File: src/rtl/spmv_pkg.sv
// rtl/spmv_pkg.sv - shared widths and row-accumulator state encodings
// Purpose : defaults shared by the CSR loader, multiplier and row accumulator,
//           plus the accumulator FSM state type.
// Ports   : none (package).
package spmv_pkg;

  localparam int ROW_W_DEF  = 10;
  localparam int PROD_W_DEF = 64;

  typedef enum logic [1:0] {
    ST_IDLE  = 2'd0,
    ST_ACCUM = 2'd1,
    ST_ZPEND = 2'd2,
    ST_FLUSH = 2'd3
  } state_t;

endpackage

File: src/rtl/spmv_result_fifo.sv
// rtl/spmv_result_fifo.sv - synchronous first-word fall-through result FIFO
// Purpose : holds {row, sum} results until the consumer pops them.
// Ports   : clk, rst_n (async active-low)
//           wr_data/wr_en  push side; a push into a full FIFO is dropped
//           rd_data/rd_valid/rd_en  FWFT head, popped on rd_valid & rd_en
//           count          number of stored entries (0..DEPTH)
module spmv_result_fifo #(
  parameter int W     = 82,
  parameter int DEPTH = 8,
  parameter int CNT_W = $clog2(DEPTH) + 1
) (
  input  logic             clk,
  input  logic             rst_n,
  input  logic [W-1:0]     wr_data,
  input  logic             wr_en,
  output logic [W-1:0]     rd_data,
  output logic             rd_valid,
  input  logic             rd_en,
  output logic [CNT_W-1:0] count
);

  localparam int AW = $clog2(DEPTH);
  localparam logic [CNT_W-1:0] DEPTH_C = CNT_W'(DEPTH);

  logic [W-1:0]  mem [DEPTH];
  logic [AW-1:0] wr_ptr;
  logic [AW-1:0] rd_ptr;
  logic          do_wr;
  logic          do_rd;

  assign do_rd    = rd_en && (count != '0);
  assign do_wr    = wr_en && (count != DEPTH_C);
  assign rd_valid = (count != '0);
  // Head is forced to zero when empty so the output is defined out of reset.
  assign rd_data  = (count != '0) ? mem[rd_ptr] : '0;

  always_ff @(posedge clk) begin
    if (do_wr) mem[wr_ptr] <= wr_data;
  end

  always_ff @(posedge clk or negedge rst_n) begin
    if (!rst_n) begin
      wr_ptr <= '0;
      rd_ptr <= '0;
      count  <= '0;
    end else begin
      if (do_wr) wr_ptr <= wr_ptr + AW'(1);
      if (do_rd) rd_ptr <= rd_ptr + AW'(1);
      case ({do_wr, do_rd})
        2'b10:   count <= count + CNT_W'(1);
        2'b01:   count <= count - CNT_W'(1);
        default: count <= count;
      endcase
    end
  end

endmodule

File: src/rtl/spmv_row_accum.sv
// rtl/spmv_row_accum.sv - per-row product accumulator of the CSR SpMV pipeline
// Purpose : sums the two-lane product stream per matrix row and emits exactly
//           one {row, sum} result per row (empty rows yield an explicit zero).
// Config  : `define ACC_SAT_EN -> saturating accumulate and sticky ovf;
//           otherwise adds wrap modulo 2^ACC_W and ovf is tied to 0.
// Ports   : clk, reset (async active-low)
//           in_op1/in_op2 signed products, in_addr row, in_valid, in_zeros
//           (empty-row marker), in_last (final beat), in_ready
//           res_data/res_row/res_valid/res_ready result FIFO head
//           done one-cycle end-of-matrix pulse, err sticky row-went-backwards,
//           ovf sticky saturation flag
module spmv_row_accum
  import spmv_pkg::*;
#(
  parameter int PROD_W     = PROD_W_DEF,
  parameter int ROW_W      = ROW_W_DEF,
  parameter int ACC_W      = 72,
  parameter int FIFO_DEPTH = 8
) (
  input  logic              clk,
  input  logic              reset,
  input  logic [PROD_W-1:0] in_op1,
  input  logic [PROD_W-1:0] in_op2,
  input  logic [ROW_W-1:0]  in_addr,
  input  logic              in_valid,
  input  logic              in_zeros,
  input  logic              in_last,
  output logic              in_ready,
  output logic [ACC_W-1:0]  res_data,
  output logic [ROW_W-1:0]  res_row,
  output logic              res_valid,
  input  logic              res_ready,
  output logic              done,
  output logic              err,
  output logic              ovf
);

  localparam int CNT_W = $clog2(FIFO_DEPTH) + 1;
  localparam logic [CNT_W-1:0] DEPTH_C = CNT_W'(FIFO_DEPTH);

  state_t             state;
  logic [ROW_W-1:0]   row;
  logic [ROW_W-1:0]   zrow;
  logic [ACC_W-1:0]   acc;
  logic               has_open;
  logic               last_pend;
  logic               rdy_en;

  logic [CNT_W-1:0]   fifo_cnt;
  logic               fifo_full;
  logic [ROW_W+ACC_W-1:0] fifo_rd;

  logic               accept;
  logic               same_row;
  logic [ACC_W-1:0]   beat_sum;
  logic [ACC_W-1:0]   add_res;
  logic               sat_hit;

  logic               push;
  logic [ROW_W-1:0]   push_row;
  logic [ACC_W-1:0]   push_sum;

  assign fifo_full = (fifo_cnt == DEPTH_C);
  // rdy_en keeps in_ready low while reset is held and for the first edge after.
  assign in_ready  = rdy_en && !fifo_full && (state == ST_IDLE || state == ST_ACCUM);
  assign accept    = in_valid && in_ready;
  assign same_row  = !in_zeros && (in_addr == row);

  // ACC_W > PROD_W, so the beat sum itself can never overflow.
  assign beat_sum = {{(ACC_W-PROD_W){in_op1[PROD_W-1]}}, in_op1}
                  + {{(ACC_W-PROD_W){in_op2[PROD_W-1]}}, in_op2};

  always_comb begin
    add_res = acc + beat_sum;
    sat_hit = 1'b0;
`ifdef ACC_SAT_EN
    // Signed overflow: operands agree in sign, result does not.
    if ((acc[ACC_W-1] == beat_sum[ACC_W-1]) && (add_res[ACC_W-1] != acc[ACC_W-1])) begin
      sat_hit = 1'b1;
      add_res = acc[ACC_W-1] ? {1'b1, {(ACC_W-1){1'b0}}} : {1'b0, {(ACC_W-1){1'b1}}};
    end
`endif
  end

  // At most one result is pushed per cycle; ZPEND and FLUSH wait for space.
  always_comb begin
    push     = 1'b0;
    push_row = row;
    push_sum = acc;
    case (state)
      ST_IDLE: begin
        if (accept && in_zeros) begin
          push     = 1'b1;
          push_row = in_addr;
          push_sum = '0;
        end
      end
      ST_ACCUM: begin
        if (accept && !same_row) push = 1'b1;
      end
      ST_ZPEND: begin
        if (!fifo_full) begin
          push     = 1'b1;
          push_row = zrow;
          push_sum = '0;
        end
      end
      ST_FLUSH: begin
        if (has_open && !fifo_full) push = 1'b1;
      end
      default: push = 1'b0;
    endcase
  end

  always_ff @(posedge clk or negedge reset) begin
    if (!reset) begin
      state     <= ST_IDLE;
      row       <= '0;
      zrow      <= '0;
      acc       <= '0;
      has_open  <= 1'b0;
      last_pend <= 1'b0;
      rdy_en    <= 1'b0;
      done      <= 1'b0;
      err       <= 1'b0;
    end else begin
      rdy_en <= 1'b1;
      done   <= 1'b0;
      case (state)
        ST_IDLE: begin
          if (accept) begin
            if (in_zeros) begin
              has_open <= 1'b0;
              state    <= in_last ? ST_FLUSH : ST_IDLE;
            end else begin
              row      <= in_addr;
              acc      <= beat_sum;
              has_open <= 1'b1;
              state    <= in_last ? ST_FLUSH : ST_ACCUM;
            end
          end
        end
        ST_ACCUM: begin
          if (accept) begin
            if (in_addr < row) err <= 1'b1;
            if (in_zeros) begin
              zrow      <= in_addr;
              has_open  <= 1'b0;
              last_pend <= in_last;
              state     <= ST_ZPEND;
            end else if (same_row) begin
              acc   <= add_res;
              state <= in_last ? ST_FLUSH : ST_ACCUM;
            end else begin
              // A backwards row is still closed and reopened like a new row.
              row   <= in_addr;
              acc   <= beat_sum;
              state <= in_last ? ST_FLUSH : ST_ACCUM;
            end
          end
        end
        ST_ZPEND: begin
          if (!fifo_full) begin
            last_pend <= 1'b0;
            state     <= last_pend ? ST_FLUSH : ST_IDLE;
          end
        end
        ST_FLUSH: begin
          if (!has_open || !fifo_full) begin
            has_open <= 1'b0;
            done     <= 1'b1;
            state    <= ST_IDLE;
          end
        end
        default: state <= ST_IDLE;
      endcase
    end
  end

`ifdef ACC_SAT_EN
  logic ovf_q;
  always_ff @(posedge clk or negedge reset) begin
    if (!reset) begin
      ovf_q <= 1'b0;
    end else if (state == ST_ACCUM && accept && same_row && sat_hit) begin
      ovf_q <= 1'b1;
    end
  end
  assign ovf = ovf_q;
`else
  assign ovf = 1'b0;
`endif

  spmv_result_fifo #(
    .W     (ROW_W + ACC_W),
    .DEPTH (FIFO_DEPTH)
  ) u_fifo (
    .clk      (clk),
    .rst_n    (reset),
    .wr_data  ({push_row, push_sum}),
    .wr_en    (push),
    .rd_data  (fifo_rd),
    .rd_valid (res_valid),
    .rd_en    (res_ready),
    .count    (fifo_cnt)
  );

  assign res_row  = fifo_rd[ROW_W+ACC_W-1:ACC_W];
  assign res_data = fifo_rd[ACC_W-1:0];

endmodule

File: config.mk
export PLATFORM = sky130hd
export DESIGN_NAME = spmv_row_accum
export DESIGN_NICKNAME = d
export VERILOG_FILES = /design/src/rtl/spmv_pkg.sv /design/src/rtl/spmv_result_fifo.sv /design/src/rtl/spmv_row_accum.sv
export SDC_FILE = /design/constraint.sdc
export NUM_CORES = 1
export LEC_CHECK = 0
export ABC_AREA = 1
export BUFFER_PORTS_ARGS = -buffer_cell sky130_fd_sc_hd__buf_2
export CAP_MARGIN = 20
export CORE_MARGIN = 5
export CORE_UTILIZATION = 48
export CTS_CLUSTER_SIZE = 28
export DETAILED_ROUTE_END_ITERATION = 8
export HOLD_SLACK_MARGIN = 0.12
export PLACE_DENSITY = 0.66
export SYNTH_ARGS = -nofsm -noshare
export SYNTH_HDL_FRONTEND = slang
export SYNTH_SLANG_ARGS = --single-unit
File: constraint.sdc
create_clock -name clk -period 7.25 [get_ports clk]
set_input_delay 1.0875 -clock clk [delete_from_list [all_inputs] [get_ports clk]]
set_output_delay 1.0875 -clock clk [all_outputs]
set_load 0.02 [all_outputs]
==> impl_metrics.csv, run 1 <==
group,metric,value,unit
cts,cts_root_buf,"clkbuf_16",
sta,min_period_over_period,68.4,%
drt,drt-initial-drc-count,3719,
drt,avgRoutedWirePerCell,20.9,µm
layout,nets,5387,
synthesis,synth.most_common_cell,"nor2_1",
synthesis,synth.avg_cell_area,8.57,µm²
layout,final_area,0.0472,mm²
worst_hold_path,hold_class,"primary input to asynchronous set/reset pin",
floorplanning,initial_utilization,48.5,%
run,drv_cap,0,
sta,worst_pin_slew,1.28,ns
worst_setup_path,ff2ff_path_depth,14,
synthesis,synth_seq_cells,765,
grt,grt_use_total,27.1,%
layout,fin_util,54.3,%
synthesis,synth_area_leaders,"edfxtp_1 (47%), nor2_1 (8.1%), nand2_1 (8.0%), o21ai_0 (6.7%), dfrtp_1 (6.5%)",
worst_setup_path,critPathCaptureType,"primary output",
layout,nFillCells,8009,
drt,drt-vias-per-instance,5.62,
worst_setup_path,start_kind,"flop",
synthesis,synthArstFlopShare,14.2,%
grt,grt_pass1_wl,198,mm
drt,drc,0,
grt,grt_max_degree,203,
layout,fin_cells,6303,
layout,multi_input_area,0.0171,mm²
layout,diodes,0,
floorplanning,die-height,307,µm
cts,clockBufferDepth,3,
placement,dp.cells,6162,
synthesis,ys.flop_type,"edfxtp_1",
synthesis,yosysWarnings,0,
cts,cts_resized,0,
synthesis,yosysUniqueCellTypes,56,
floorplanning,ios,231,
placement,hpwl,90.4,mm
grt,grt_antenna_before_repair,3,
cts,cts_buffers,76,
pwr,p_leak,19.1,nW
floorplanning,core-area,0.0870,mm²
cts,cts_hold_buf,0,
sta,rsz0062_at_grt,"no",
cts,htreeDepth,3,
floorplanning,rows,108,
synthesis,synth.top_cells.by_count,"nor2_1 (915), nand2_1 (897), edfxtp_1 (656), o21ai_0 (565), inv_1 (535)",
floorplanning,dieArea,0.0940,mm²
sta,clock_skew,0.0281,ns
placement,gp_congestion,1.05,
grt,gr-total-overflow,0,
sta,drv_slew,0,
synthesis,ys_seq_area_share,53.1,%
synthesis,yosysTopAreaCell,"edfxtp_1",
placement,port_buffers,229,
cts,path_clk_slew,0.06,ns
synthesis,syn_nets,5228,
floorplanning,die_x,307,µm
layout,drive_gt1_share,8.53,%
worst_setup_path,worstSetupPathType,"flop to primary output",
status,status,"finished, final reports clean",
sta,finalSetupTns,0,ns
placement,placed_cell_area,0.0446,mm²
synthesis,synth_top_cell_area_share,46.6,%
layout,syn_to_final_growth,11.8,%
worst_setup_path,critPathMaxFanout,202,
grt,grt_pass1_vias,33400,
drt,drt-pass1-iter-count,6,
drt,wl,132,mm
cts,cts_setup_buffers,0,
drt,ant_nets,0,
cts,cts.sinks,765,
synthesis,synth-edff-count,656,
sta,fmax,0.202,GHz
pwr,irDropWorstVdd,0.000247,V
layout,regArea,0.0224,mm²
cts,clk_latency,0.63,ns
pwr,p_per_area,443,mW/mm²
sta,slew_headroom,14.4,%
sta,hold_viol,0,
sta,min_period,4.96,ns
cts,cts_tree,"done",
worst_setup_path,worstPathRequired,6.16,ns
sta,setup_violations,0,
sta,worst_hold_slack,0.359,ns
drt,vias,35400,
worst_setup_path,arrival,3.87,ns
synthesis,syn_area,0.0422,mm²
synthesis,synth_cells,4927,
-- logic make-up (layout without fill, tap and decap cells) --
kind of cell / count (synthesis) / after routing / synth area share (%)
XOR/XNOR: 52 / 52 / 1.08
AO/OA/AOI/OAI: 1068 / 1068 / 13.8
adder cells (fa/ha/maj): 157 / 157 / 4.70
AND/OR/NAND/NOR: 2160 / 2160 / 20.7
buffers and inverters: 723 / 944 / 6.57
flip-flops: 765 / 765 / 53.1
other: 2 / 2 / 0.0178
-- final cells by class --
type / instances / area share [%]
sequential: 765 / 47.5
multi-input combinational: 3439 / 36.2
clock buffer: 99 / 4.50
inverter: 542 / 4.34
timing repair buffer: 262 / 3.37
tap: 1155 / 3.06
clock inverter: 41 / 0.975
-- registers in the layout, summed over array words and instances, names as in the netlist --
| register | cells |
|---|---|
| zrow | 10 |
| row | 10 |
| has_open | 1 |
| last_pend | 1 |
| u_fifo.mem | 656 |
| u_fifo.wr_ptr | 3 |
| rdy_en | 1 |
| u_fifo.rd_ptr | 3 |
| err | 1 |
| u_fifo.count | 4 |
| state | 2 |
| done | 1 |
| acc | 72 |
-- layout by cell type, fill, tap and decap left out, drive strengths merged, types with 92 or more instances in the layout --
master / count
nor2: 923
nand2: 907
edfxtp: 656
o21ai: 572
inv: 547
buf: 262
a21oi: 221
nand3: 218
ha: 154
dfrtp: 109
clkbuf: 99
o22ai: 92
-- metal layers --
| layer | up-vias | global-route usage [%] | part of all wire, % |
|---|---|---|---|
| met4 | 2 | 8.71 | 3.2 |
| li1 | 17000 | - | - |
| met2 | 1473 | 43.3 | 45 |
| met5 | - | 0 | 0.0099 |
| met3 | 200 | 2.66 | 7.2 |
| met1 | 16700 | 39.5 | 44 |
-- power breakdown --
group	total, mW	internal, mW	switching [mW]
sequential	6.81	6.35	0.461
combinational	10.0	2.77	7.26
clock	4.07	2.38	1.69
total	20.9	11.5	9.41
-- path summary, 6_finish.rpt --
kind	start	endpoint	slack, ns
worst max-delay path	u_fifo.rd_ptr[0]$_DFFE_PN0P_	res_data[45]	2.29
worst min-delay path	reset	row[2]$_DFFE_PN0P_	0.36
worst max register to register	state[1]$_DFFE_PN0P_	u_fifo.mem[2][17]$_DFFE_PP_	3.18
worst min register to register	zrow[8]$_DFFE_PN0P_	zrow[8]$_DFFE_PN0P_	0.49
max in group asynchronous	reset	u_fifo.rd_ptr[1]$_DFFE_PN0P_	5.77
min in group clk	zrow[8]$_DFFE_PN0P_	zrow[8]$_DFFE_PN0P_	0.49
-- per-stage QoR --
stage	power (mW)	setup WS (ns)
CTS	20.9	2.23
floorplan	13.3	0.953
global placement	16.7	1.79
detailed placement	16.8	1.75
finish	20.9	2.29
global route	22.2	1.88
-- worst max-delay path, cell delays in order, from the launching register on --
cell     delay (ns)
dfrtp_4        0.77
inv_8          0.85
buf_4          0.53
o21ai_0        0.13
o22ai_1        0.14
o21ai_0        0.12
a31oi_1        0.32
buf_2          0.23
(Power assumes the default switching activity.)
==> run 2, diff against run 1 <==
Settings changed: ABC_AREA 1 to 0, PLACE_DENSITY 0.66 to 0.69.
Clock period 7.25 ns to 4.1 ns, I/O delays scaled along.
==> run 2 against run 1 <==
The flow now finishes with violations (negative setup slack). Worst hold slack got worse by 0.24 ns. Critical path depth is 15 higher. Via count is 21% lower. First-iteration DRC count is 35% lower. Sequential power up 84%. Total power up 87%. Critical path type is now primary input to flop. Non-clock buffer count grew 600. Design area is 7.3% higher.
==> impl_metrics.csv, run 2 <==
group,metric,value,unit
grt,grt_pass1_wl,169,mm
synthesis,ys.flop_type,"edfxtp_1",
sta,min_period_over_period,115,%
sta,slew_headroom,38.0,%
drt,vias,28100,
cts,clockBufferDepth,3,
layout,final_area,0.0507,mm²
layout,drive_gt1_share,38.9,%
synthesis,synth.avg_cell_area,13.1,µm²
status,status,"finished, violations left",
worst_setup_path,cp-startpoint,"in_op2[12]",
floorplanning,dieArea,0.0869,mm²
synthesis,synth.most_common_cell,"edfxtp_1",
worst_setup_path,worstSetupPathType,"primary input to flop",
floorplanning,rows,104,
cts,cts.sinks,765,
pwr,p_leak,19.7,nW
synthesis,synth.top_cells.by_count,"edfxtp_1 (656), nor2_1 (236), nand2_1 (232), a21oi_1 (226), mux4_2 (164)",
layout,regMostFlops,"u_fifo.mem",
drt,drc,0,
sta,rsz0062_at_grt,"yes",
pwr,irDropWorstVdd,0.000336,V
synthesis,synth_seq_cells,765,
layout,syn_to_final_growth,30.2,%
sta,min_period,4.71,ns
cts,htreeDepth,3,
sta,clock_skew,0.0321,ns
synthesis,synth_top_cell_area_share,50.6,%
placement,port_buffers,229,
grt,gr-total-overflow,0,
worst_hold_path,hold_class,"primary input to asynchronous set/reset pin",
synthesis,syn_nets,3267,
cts,path_clk_slew,0.06,ns
floorplanning,ios,231,
placement,placed_cell_area,0.0459,mm²
layout,final_cell_mix,"edfxtp_1 (656), buf_4 (587), nor2_1 (222)",
synthesis,synth_area_leaders,"edfxtp_1 (51%), mux4_2 (9.5%), dfrtp_1 (7.0%), ha_1 (5.0%), a21oi_1 (2.9%)",
drt,drt-initial-drc-count,2409,
synthesis,yosysUniqueCellTypes,87,
cts,cts_buffers,73,
cts,cts_hold_buf,0,
cts,cts_tree,"done",
drt,drt-pass1-iter-count,6,
layout,layout_commonest_cell,"edfxtp_1",
worst_setup_path,critPathCaptureType,"flop",
worst_setup_path,worstPathRequired,4.63,ns
layout,fin_cells,4873,
run,drv_cap,0,
status,violations,"negative setup slack",
synthesis,ys_seq_area_share,57.6,%
sta,drv_slew,0,
synthesis,yosysWarnings,0,
cts,clk_latency,0.61,ns
placement,pre_cts_slack,-1.61,ns
placement,gp_congestion,0.920,
synthesis,synth-edff-count,656,
drt,drt-vias-per-instance,5.76,
sta,worst_pin_slew,0.930,ns
grt,grt_use_total,24.8,%
worst_setup_path,reg2reg_from,"acc[0]$_DFFE_PN0P_",
layout,largest_reg_flops,656,
layout,top_regs,"u_fifo.mem: 656 flops, acc: 72 flops",
layout,nets,4051,
pwr,p_per_area,769,mW/mm²
placement,hpwl,74.3,mm
drt,wl,109,mm
floorplanning,core-area,0.0804,mm²
drt,avgRoutedWirePerCell,22.3,µm
synthesis,synthArstFlopShare,14.2,%
synthesis,synth_cells,2966,
sta,worst_slack,-0.605,ns
grt,grt_max_degree,93,
floorplanning,initial_utilization,48.4,%
worst_setup_path,arrival,5.24,ns
worst_setup_path,start_kind,"primary input",
floorplanning,die_x,295,µm
synthesis,syn_area,0.0389,mm²
cts,cts_root_buf,"clkbuf_16",
sta,hold_viol,0,
floorplanning,die-height,295,µm
sta,fmax,0.213,GHz
worst_setup_path,critPathMaxFanout,3,
sta,setup_violations,49,
grt,grt_pass1_vias,29100,
grt,grt_antenna_before_repair,3,
synthesis,yosysTopAreaCell,"edfxtp_1",
drt,ant_nets,0,
placement,dp.cells,4687,
-- run 2: changes by cell type after synthesis, sizes merged, moves of 28 or more --
| cell | before | now |
|---|---|---|
| a21o | 10 | 78 |
| a31oi | 87 | 26 |
| and2 | 14 | 87 |
| clkbuf | 141 | 113 |
| inv | 542 | 72 |
| mux2i | 0 | 89 |
| mux4 | 0 | 164 |
| nand2 | 907 | 232 |
| nand3 | 218 | 31 |
| nor2 | 923 | 237 |
| o21ai | 572 | 152 |
| o22ai | 92 | 5 |
| xnor2 | 17 | 80 |
-- run 2: area by class of cell --
class | instances | area [µm²]
fillers | 6098 | 29700
flip-flops and latches | 765 | 22400
multi-input cells | 1976 | 18000
repair buffers | 862 | 6270
clock buffers | 90 | 1950
well taps | 1060 | 1330
clock inverters | 46 | 445
inverters | 72 | 270
diodes | 2 | 5.00
-- run 2: report_power, final --
part	switching, mW	internal [mW]	leakage, nW
clock	2.93	3.82	1.18
sequential	1.30	11.2	7.30
combinational	10.8	8.96	11.2
total	15.0	24.0	19.7
-- run 2: final timing paths --
path / to / slack, ns / cells after the start
min reg2reg: zrow[8]$_DFFE_PN0P_ / 0.52 / 1
min in group clk: row[6]$_DFFE_PN0P_ / 0.28 / 3
max in group asynchronous: acc[54]$_DFFE_PN0P_ / 3.10 / 2
max: acc[56]$_DFFE_PN0P_ / -0.61 / 22
min: zrow[2]$_DFFE_PN0P_ / 0.12 / 1
max reg2reg: acc[66]$_DFFE_PN0P_ / 0.62 / 14
-- run 2: layer usage --
layer	GRT usage, %	vias to the layer above	share of wire, %
li1	-	13000	-
met1	35.2	14100	43
met2	41.7	938	49
met3	2.99	122	6.4
met4	5.28	2	1.7
met5	0	-	0.012
-- run 2: worst max-delay path, cell delays in order --
cell       delay, ns
buf_6           0.10
ha_4            0.26
nand4_1         0.14
or3_4           0.37
buf_6           0.12
or4_4           0.45
o211ai_1        0.17
a21oi_1         0.14
nor2b_1         0.14
a21o_1          0.20
xnor2_4         0.17
ha_4            0.28
nand4_1         0.14
or3_4           0.45
a211oi_4        0.28
nor2_2          0.10
and3_4          0.19
o31a_1          0.26
o22ai_1         0.14
buf_4           0.15
mux2i_1         0.18
a2bb2oi_1       0.17
-- run 2: timing repair --
action | 4_1_cts | 5_1_grt
setup buffers | 44 | 18
setup endpoints to repair | 57 | 57
pin swaps | 110 | 111
resized for setup | 268 | 119
-- run 2: cells by family (layout without fill, tap and decap cells) --
| family | after synthesis | after routing | share of synthesized area, % |
|---|---|---|---|
| muxes | 265 | 265 | 12.1 |
| AOI/OAI and AO/OA | 673 | 673 | 11.0 |
| buffers and inverters | 225 | 1070 | 2.22 |
| adders and majority gates | 157 | 157 | 5.11 |
| other | 2 | 4 | 0.0193 |
| and+or+nand+nor | 755 | 755 | 9.08 |
| xor gates and xnor gates | 124 | 124 | 2.81 |
| DFF | 765 | 765 | 57.6 |
-- run 2: metrics by stage --
step                TNS [ns]  power [mW]  hold slack, ns  util [%]
detailed placement    -69.26        30.3           0.489      57.1
global route          -26.72        41.1           0.186      63.0
global placement      -68.49        29.9           0.465      57.1
floorplan             -57.66        23.2           0.319         -
CTS                   -17.33        38.5           0.143      62.1
finish                -17.66        39.0           0.122      63.0
